<file path="config.mk">
export PLATFORM = sky130hd
export DESIGN_NAME = alu_sequencer
export DESIGN_NICKNAME = d
export VERILOG_FILES = /design/src/rtl/alu_sequencer_pkg.sv /design/src/rtl/alu_sequencer_decode.sv /design/src/rtl/alu_sequencer.sv
export SDC_FILE = /design/constraint.sdc
export NUM_CORES = 1
export LEC_CHECK = 0
export ABC_AREA = 1
export CORE_MARGIN = 1
export CORE_UTILIZATION = 34
export DETAILED_ROUTE_END_ITERATION = 10
export PLACE_DENSITY = 0.81
export SLEW_MARGIN = 20
export SYNTH_ARGS = -nofsm -noshare
export SYNTH_HDL_FRONTEND = slang
export SYNTH_SLANG_ARGS = --single-unit
</file>
<file path="constraint.sdc">
create_clock -name clk -period 1.32 [get_ports clk]
set_input_delay 0.132 -clock clk [delete_from_list [all_inputs] [get_ports clk]]
set_output_delay 0.132 -clock clk [all_outputs]
set_load 0.03 [all_outputs]
</file>
<file path="src/rtl/alu_sequencer_pkg.sv">
// Shared definitions for the ALU sequencer and the datapath benches that
// drive it: state encoding, opcode values, instruction field positions and
// the opcode class encoding.
// Optional feature macro: ALU_SEQUENCER_MULDIV_EN (multiply/divide opcodes
// become legal and get a second write-back cycle for the HI half).
package alu_sequencer_pkg;

  // Control step of the sequencer; T6 is only reachable with the
  // multiply/divide feature enabled.
  typedef enum logic [3:0] {
    S_IDLE = 4'd0,
    S_T0   = 4'd1,
    S_T1   = 4'd2,
    S_T2   = 4'd3,
    S_T3   = 4'd4,
    S_T4   = 4'd5,
    S_T5   = 4'd6,
    S_T6   = 4'd7,
    S_HALT = 4'd8
  } state_e;

  // Execution class of a decoded opcode.
  typedef enum logic [2:0] {
    CLS_RTYPE   = 3'd0,
    CLS_UNARY   = 3'd1,
    CLS_MULDIV  = 3'd2,
    CLS_NOP     = 3'd3,
    CLS_HALT    = 3'd4,
    CLS_ILLEGAL = 3'd5
  } op_class_e;

  // Instruction word field positions.
  localparam int OP_MSB = 31;
  localparam int OP_LSB = 27;
  localparam int RA_MSB = 26;
  localparam int RA_LSB = 23;
  localparam int RB_MSB = 22;
  localparam int RB_LSB = 19;
  localparam int RC_MSB = 18;
  localparam int RC_LSB = 15;

  // Opcode values and the contiguous two-operand range.
  localparam logic [4:0] OP_RTYPE_LO = 5'b00011;
  localparam logic [4:0] OP_RTYPE_HI = 5'b01011;
  localparam logic [4:0] OP_MUL      = 5'b01111;
  localparam logic [4:0] OP_DIV      = 5'b10000;
  localparam logic [4:0] OP_NEG      = 5'b10001;
  localparam logic [4:0] OP_NOT      = 5'b10010;
  localparam logic [4:0] OP_NOP      = 5'b11010;
  localparam logic [4:0] OP_HALT     = 5'b11011;

  // Map an opcode onto its execution class. Multiply/divide only count as
  // legal when the feature is built in; otherwise they fall to ILLEGAL.
  function automatic op_class_e classify(input logic [4:0] op);
    op_class_e cls;
    cls = CLS_ILLEGAL;
    if (op >= OP_RTYPE_LO && op <= OP_RTYPE_HI) begin
      cls = CLS_RTYPE;
    end else if (op == OP_NEG || op == OP_NOT) begin
      cls = CLS_UNARY;
`ifdef ALU_SEQUENCER_MULDIV_EN
    end else if (op == OP_MUL || op == OP_DIV) begin
      cls = CLS_MULDIV;
`endif
    end else if (op == OP_NOP) begin
      cls = CLS_NOP;
    end else if (op == OP_HALT) begin
      cls = CLS_HALT;
    end
    return cls;
  endfunction

endpackage

</file>
<file path="src/rtl/alu_sequencer_decode.sv">
// Combinational instruction decode: splits the instruction register into the
// opcode, its execution class and one-hot register selects for Ra, Rb, Rc and
// Ra+1 (HI destination of multiply/divide, wrapping from R15 to R0).
// Optional feature macro: ALU_SEQUENCER_MULDIV_EN (affects classification).
module alu_seq_decode
  import alu_sequencer_pkg::*;
(
  input  logic [31:0] ir_data,
  output logic [4:0]  op,
  output logic [2:0]  op_class,
  output logic [15:0] ra_sel,
  output logic [15:0] rb_sel,
  output logic [15:0] rc_sel,
  output logic [15:0] ra_next_sel
);

  logic [3:0] ra;
  logic [3:0] rb;
  logic [3:0] rc;
  logic [3:0] ra_next;
  logic       unused_low_bits;

  // Field extraction, class lookup and one-hot expansion of the register numbers.
  always_comb begin
    op          = ir_data[OP_MSB:OP_LSB];
    ra          = ir_data[RA_MSB:RA_LSB];
    rb          = ir_data[RB_MSB:RB_LSB];
    rc          = ir_data[RC_MSB:RC_LSB];
    ra_next     = ra + 4'd1;
    op_class    = classify(op);
    ra_sel      = 16'h0001 << ra;
    rb_sel      = 16'h0001 << rb;
    rc_sel      = 16'h0001 << rc;
    ra_next_sel = 16'h0001 << ra_next;
  end

  // The low instruction bits (immediate/unused) play no part in sequencing.
  assign unused_low_bits = ^ir_data[RC_LSB-1:0];

endmodule

</file>
<file path="src/rtl/alu_sequencer.sv">
// Control sequencer for a bus-based CPU datapath. Fetches an instruction
// (T0..T2, with T1 stalling on memory), then executes it in T3..T5 (T6 for
// the HI half of multiply/divide), producing Moore-decoded datapath strobes.
// Reset: clr, synchronous, active-low.
// Optional feature macro: ALU_SEQUENCER_MULDIV_EN -- when defined, opcodes
// 01111/10000 execute and write LO to Ra and HI to Ra+1; when undefined they
// are illegal and Zhigh_out is held at 0.
module alu_sequencer
  import alu_sequencer_pkg::*;
(
  input  logic        clk,
  input  logic        clr,
  input  logic        run,
  input  logic        mem_ready,
  input  logic [31:0] IR_Data,
  output logic        PC_out,
  output logic        PC_in,
  output logic        IncPC,
  output logic        MAR_in,
  output logic        MDR_in,
  output logic        MDR_out,
  output logic        Read,
  output logic        IR_in,
  output logic        Y_in,
  output logic        Z_in,
  output logic        Zlow_out,
  output logic        Zhigh_out,
  output logic [15:0] R_in,
  output logic [15:0] R_out,
  output logic [4:0]  alu_instruction,
  output logic        busy,
  output logic        halted,
  output logic        illegal
);

  state_e      state;
  state_e      state_next;
  state_e      boundary_next;
  logic        illegal_q;
  logic        illegal_next;

  logic [4:0]  op;
  logic [2:0]  op_class;
  logic [15:0] ra_sel;
  logic [15:0] rb_sel;
  logic [15:0] rc_sel;
  logic [15:0] ra_next_sel;

  alu_seq_decode u_decode (
    .ir_data     (IR_Data),
    .op          (op),
    .op_class    (op_class),
    .ra_sel      (ra_sel),
    .rb_sel      (rb_sel),
    .rc_sel      (rc_sel),
    .ra_next_sel (ra_next_sel)
  );

`ifndef ALU_SEQUENCER_MULDIV_EN
  logic unused_ra_next;
  assign unused_ra_next = ^ra_next_sel;
`endif

  // State and sticky illegal flag; clr low at an edge wins from every state,
  // including a T1 memory stall and HALT.
  always_ff @(posedge clk) begin
    if (!clr) begin
      state     <= S_IDLE;
      illegal_q <= 1'b0;
    end else begin
      state     <= state_next;
      illegal_q <= illegal_next;
    end
  end

  // Next-state logic. run is only consulted in IDLE and at instruction
  // boundaries, so dropping it mid-instruction lets the instruction finish.
  always_comb begin
    state_next    = state;
    illegal_next  = illegal_q;
    boundary_next = run ? S_T0 : S_IDLE;
    case (state)
      S_IDLE: begin
        if (run) begin
          state_next = S_T0;
        end
      end
      S_T0: state_next = S_T1;
      S_T1: begin
        if (mem_ready) begin
          state_next = S_T2;
        end
      end
      S_T2: begin
        case (op_class)
          CLS_RTYPE, CLS_MULDIV: state_next = S_T3;
          CLS_UNARY:             state_next = S_T4;
          CLS_NOP:               state_next = boundary_next;
          CLS_HALT:              state_next = S_HALT;
          default: begin
            state_next   = S_HALT;
            illegal_next = 1'b1;
          end
        endcase
      end
      S_T3: state_next = S_T4;
      S_T4: state_next = S_T5;
      S_T5: begin
`ifdef ALU_SEQUENCER_MULDIV_EN
        if (op_class == CLS_MULDIV) begin
          state_next = S_T6;
        end else begin
          state_next = boundary_next;
        end
`else
        state_next = boundary_next;
`endif
      end
`ifdef ALU_SEQUENCER_MULDIV_EN
      S_T6: state_next = boundary_next;
`endif
      S_HALT: state_next = S_HALT;
      default: state_next = S_IDLE;
    endcase
  end

  // Moore output decode of the current step and the instruction register;
  // every strobe defaults low so IDLE and HALT drive nothing onto the bus.
  always_comb begin
    PC_out          = 1'b0;
    PC_in           = 1'b0;
    IncPC           = 1'b0;
    MAR_in          = 1'b0;
    MDR_in          = 1'b0;
    MDR_out         = 1'b0;
    Read            = 1'b0;
    IR_in           = 1'b0;
    Y_in            = 1'b0;
    Z_in            = 1'b0;
    Zlow_out        = 1'b0;
    Zhigh_out       = 1'b0;
    R_in            = 16'h0000;
    R_out           = 16'h0000;
    alu_instruction = 5'b00000;
    busy            = 1'b0;
    halted          = 1'b0;
    case (state)
      S_T0: begin
        PC_out = 1'b1;
        MAR_in = 1'b1;
        IncPC  = 1'b1;
        Z_in   = 1'b1;
        busy   = 1'b1;
      end
      S_T1: begin
        Zlow_out = 1'b1;
        PC_in    = 1'b1;
        Read     = 1'b1;
        MDR_in   = 1'b1;
        busy     = 1'b1;
      end
      S_T2: begin
        MDR_out = 1'b1;
        IR_in   = 1'b1;
        busy    = 1'b1;
      end
      S_T3: begin
        R_out = rb_sel;
        Y_in  = 1'b1;
        busy  = 1'b1;
      end
      S_T4: begin
        Z_in            = 1'b1;
        alu_instruction = op;
        R_out           = (op_class == CLS_UNARY) ? rb_sel : rc_sel;
        busy            = 1'b1;
      end
      S_T5: begin
        Zlow_out = 1'b1;
        R_in     = ra_sel;
        busy     = 1'b1;
      end
`ifdef ALU_SEQUENCER_MULDIV_EN
      S_T6: begin
        Zhigh_out = 1'b1;
        R_in      = ra_next_sel;
        busy      = 1'b1;
      end
`endif
      S_HALT: halted = 1'b1;
      default: begin
        busy = 1'b0;
      end
    endcase
  end

  assign illegal = illegal_q;

endmodule

</file>
==> results.json, run 1 <==
{
  "status": "stopped before the end",
  "lastStage": "global routing",
  "stop_error": "[ERROR DPL-0038] Utilization greater than 100%, impossible to legalize",
  "grt_start_max_net_pins": 17,
  "async_flop_share_pct": 0,
  "cts-root-buf": "clkbuf_4",
  "dp_cells": 366,
  "hpwl_mm": 3.28,
  "portBuffers": 71,
  "floorplan.initialDensity_pct": 37.3,
  "cts_inserted_buffers": 3,
  "ys_top_cells_by_area": "nand3_1, nor2_1, nand2_1",
  "gp_congestion": 0.869,
  "rows": 20,
  "synthFlopType": "dfxtp_1",
  "grt-worst-endpoint": "R_out[12]",
  "die_y_um": 60.8,
  "synth-edff-count": 0,
  "synth_top_area_share_pct": 17.5,
  "clock_path_buffers": 2,
  "ys_warn_count": 0,
  "syn-num-nets": 266,
  "die_w_um": 60.8,
  "syn-cell-area_um2": 1170,
  "synthDistinctLibCells": 21,
  "postSynthCellCount": 230,
  "endpoint_type": "primary output",
  "post-synth-top-area-cell": "nand3_1",
  "ys_seq_area_share_pct": 8.52,
  "synthTopCellsByCount": "nand3_1, nor2_1, nand2_1, inv_1, o21ai_0",
  "clkSinkCount": 5,
  "io_pins": 88,
  "postSynthAreaPerCell_um2": 5.11,
  "ys_ff_latch": 5,
  "ctsHoldBuffers": 0,
  "htreeDepth": 1
}
-- cells by family after synthesis --
logic type,count (synthesis),share of synthesized area (%)
flops,5,8.52
other cells,1,0.319
simple gates,143,55.8
compound gates,37,16.0
buf+inv,44,19.4
-- stage by stage --
stage | hold WS (ns) | instance area (um^2) | setup WS, ns
4_1_cts | 0.509 | 2880 | -0.224
3_5_place_dp | 0.472 | 2070 | -0.641
3_3_place_gp | 0.463 | 2070 | -0.615
2_1_floorplan | 0.286 | 1260 | -0.198
-- timing repair --
item / CTS
cloned: 5
pin swaps: 36
setup endpoints to repair: 52
gates resized for setup: 213
setup buffers: 14
==> run 2, diff against run 1 <==
- CORE_UTILIZATION: 34 -> 25
- PLACE_DENSITY: 0.81 -> default
- PLACE_DENSITY_LB_ADDON: default -> 0.15
==> results.json, run 2 <==
{
  "min_path_cells": 2,
  "grt_pass1_wl_mm": 8.92,
  "post-synth-top-area-cell": "nand3_1",
  "violations": "DRC, setup timing",
  "drive_above_1_share_pct": 67.8,
  "grt_start_max_net_pins": 16,
  "switching_power_mw": 0.777,
  "hpwl_mm": 3.48,
  "ctsHoldBuffers": 0,
  "max_flop_register": "state",
  "hp-class": "flop to flop",
  "skew_ns": 0.00220,
  "cellPowerDensity_nw_per_um2": 521,
  "clkPwrFrac_pct": 17.1,
  "rsz0062_at_grt": "yes",
  "syn-cell-area_um2": 1170,
  "largest_reg_flops": 4,
  "status": "finished, violations left",
  "drt_iter0_markers": 137,
  "setup_viol": 52,
  "async_flop_share_pct": 0,
  "gp_congestion": 0.916,
  "finalCritPeriodShare_pct": 119,
  "reg2reg_slack_ns": -0.11,
  "area_growth_syn_to_layout_pct": 176,
  "fin_ws_ns": -0.249,
  "cp.arrival_ns": 1.44,
  "wire_per_inst_um": 15.2,
  "r2r_cells": 10,
  "cap_violations": 0,
  "worstSetupStartpointType": "flop",
  "die_w_um": 70.6,
  "p_leak_nw": 1.34,
  "ys_seq_area_share_pct": 8.52,
  "cts-root-buf": "clkbuf_8",
  "synth_top_area_share_pct": 17.5,
  "clkSinkCount": 5,
  "whs_ns": 0.467,
  "clkSlewWorstSetupHoldPaths_ns": 0.03,
  "fillers": 315,
  "power.total_mw": 1.69,
  "min_to": "illegal",
  "crit_fanout": 7,
  "diodes": 0,
  "drv_slew": 0,
  "die_y_um": 70.6,
  "clock_latency_ns": 0.22,
  "mostFrequentLayoutCells": "buf_6, buf_4, nor2_4",
  "final_common_cell": "buf_6",
  "crit_type": "flop to output pin",
  "rows": 24,
  "synth-edff-count": 0,
  "grt_antenna_before_repair": 0,
  "ys_ff_latch": 5,
  "postSynthCellCount": 230,
  "p_seq_share_pct": 11.7,
  "ys_warn_count": 0,
  "max_freq_mhz": 637,
  "report.final.hold_viol_count": 0,
  "syn-num-nets": 266,
  "grt_pass1_vias": 1932,
  "ys_top_cells_by_area": "nand3_1, nor2_1, nand2_1",
  "synthTopCellsByCount": "nand3_1, nor2_1, nand2_1, inv_1, o21ai_0",
  "cts_tree": "done",
  "die_area_um2": 4980,
  "drt-pass1-iter-count": 8,
  "synthFlopType": "dfxtp_1",
  "internal_power_mw": 0.916,
  "drc": 10,
  "antenna_left": 0,
  "cp-end-kind": "output pin",
  "finish.utilization_pct": 73.1,
  "routed_via_density": 5.24,
  "drt-total-wl_mm": 6.26,
  "portBuffers": 71,
  "fp.coreArea_um2": 4440,
  "htreeDepth": 1,
  "postSynthAreaPerCell_um2": 5.11,
  "nets": 397,
  "hp-start": "illegal",
  "power_frac_comb_pct": 71.1,
  "worstPathRequired_ns": 1.19,
  "cts_inserted_buffers": 3,
  "post-route-min-period_ns": 1.57,
  "grt.overflow.total": 0,
  "r2r_end": "illegal",
  "worstReg2RegStart": "state[3]",
  "io_pins": 88,
  "clock_path_buffers": 2,
  "ir_drop_v": 0.000320,
  "grt_usage_pct": 21.8,
  "synthDistinctLibCells": 21,
  "floorplan.initialDensity_pct": 26.4,
  "vias": 2158,
  "p_sw_share_pct": 45.9
}
[run 2: kinds of logic (layout without fill, tap and decap cells)]
kind of cell	after synthesis	after routing	share of synthesized area, %
AOI/OAI and AO/OA	37	37	16.0
buffers and inverters	44	174	19.4
DFF	5	5	8.52
other	1	1	0.319
and+or+nand+nor	143	143	55.8
[run 2: worst max-delay path, stage by stage, from the launching register on]
cell and delay [ns]:
dfxtp_4 0.35, inv_2 0.05, nand2_2 0.07, nor2_4 0.20, clkbuf_16 0.21, nand3_2 0.10
o21ai_4 0.09, buf_6 0.15
[run 2: layout make-up]
type / count / area [um^2] / area share, %
well taps: 52 / 65.1 / 2.00
clock buffers: 4 / 45.0 / 1.39
multi-input cells: 181 / 1460 / 45.0
inverters: 29 / 139 / 4.28
flip-flops and latches: 5 / 110 / 3.39
repair buffers: 141 / 1430 / 43.9
[run 2: worst max-delay path by stage]
stage | startpoint | end | slack, ns | cells after the start
detailed placement | IR_Data[27] | R_out[7] | -0.66 | 8
global route | state[2] | R_out[6] | -0.32 | 8
finish | state[3] | R_out[14] | -0.25 | 7
floorplan | state[2] | R_out[14] | -0.20 | 4
CTS | state[3] | R_in[15] | -0.21 | 8
global placement | IR_Data[27] | R_out[7] | -0.63 | 8
[run 2: stage by stage]
| stage | instances | cell area (um^2) | worst slack (ns) | setup TNS [ns] |
|---|---|---|---|---|
| after floorplan | 230 | 1260 | -0.198 | -3.52 |
| after global placement | 382 | 2130 | -0.626 | -9.54 |
| after detailed placement | 382 | 2130 | -0.660 | -10.16 |
| after CTS | 405 | 2800 | -0.213 | -7.12 |
| after global routing | 412 | 3250 | -0.323 | -12.16 |
| final | 412 | 3250 | -0.249 | -9.45 |
[run 2: timing repair]
action / 4_1_cts / 5_1_grt
endpoints found under the setup margin: 50 / 53
pin swaps: 19 / 24
resized for setup: 181 / 90
setup buffers: 17 / 5
cloned: 3 / 2
[run 2: metal layers]
layer	wire length (um)	track usage [%]	part of all wire [%]
met1	2520	28.9	40
met2	3210	38.1	51
met3	428	2.14	6.8
met4	102	5.33	1.6
met5	0	0	0
[run 2: power groups by stage]
stage	registers [mW]	clock network, mW	logic [mW]
floorplan	0.194	0	0.499
global placement	0.190	0	0.856
detailed placement	0.189	0	0.858
CTS	0.194	0.295	1.07
global route	0.201	0.308	1.28
finish	0.199	0.290	1.20
No activity file was read; power rests on OpenSTA's default activity.
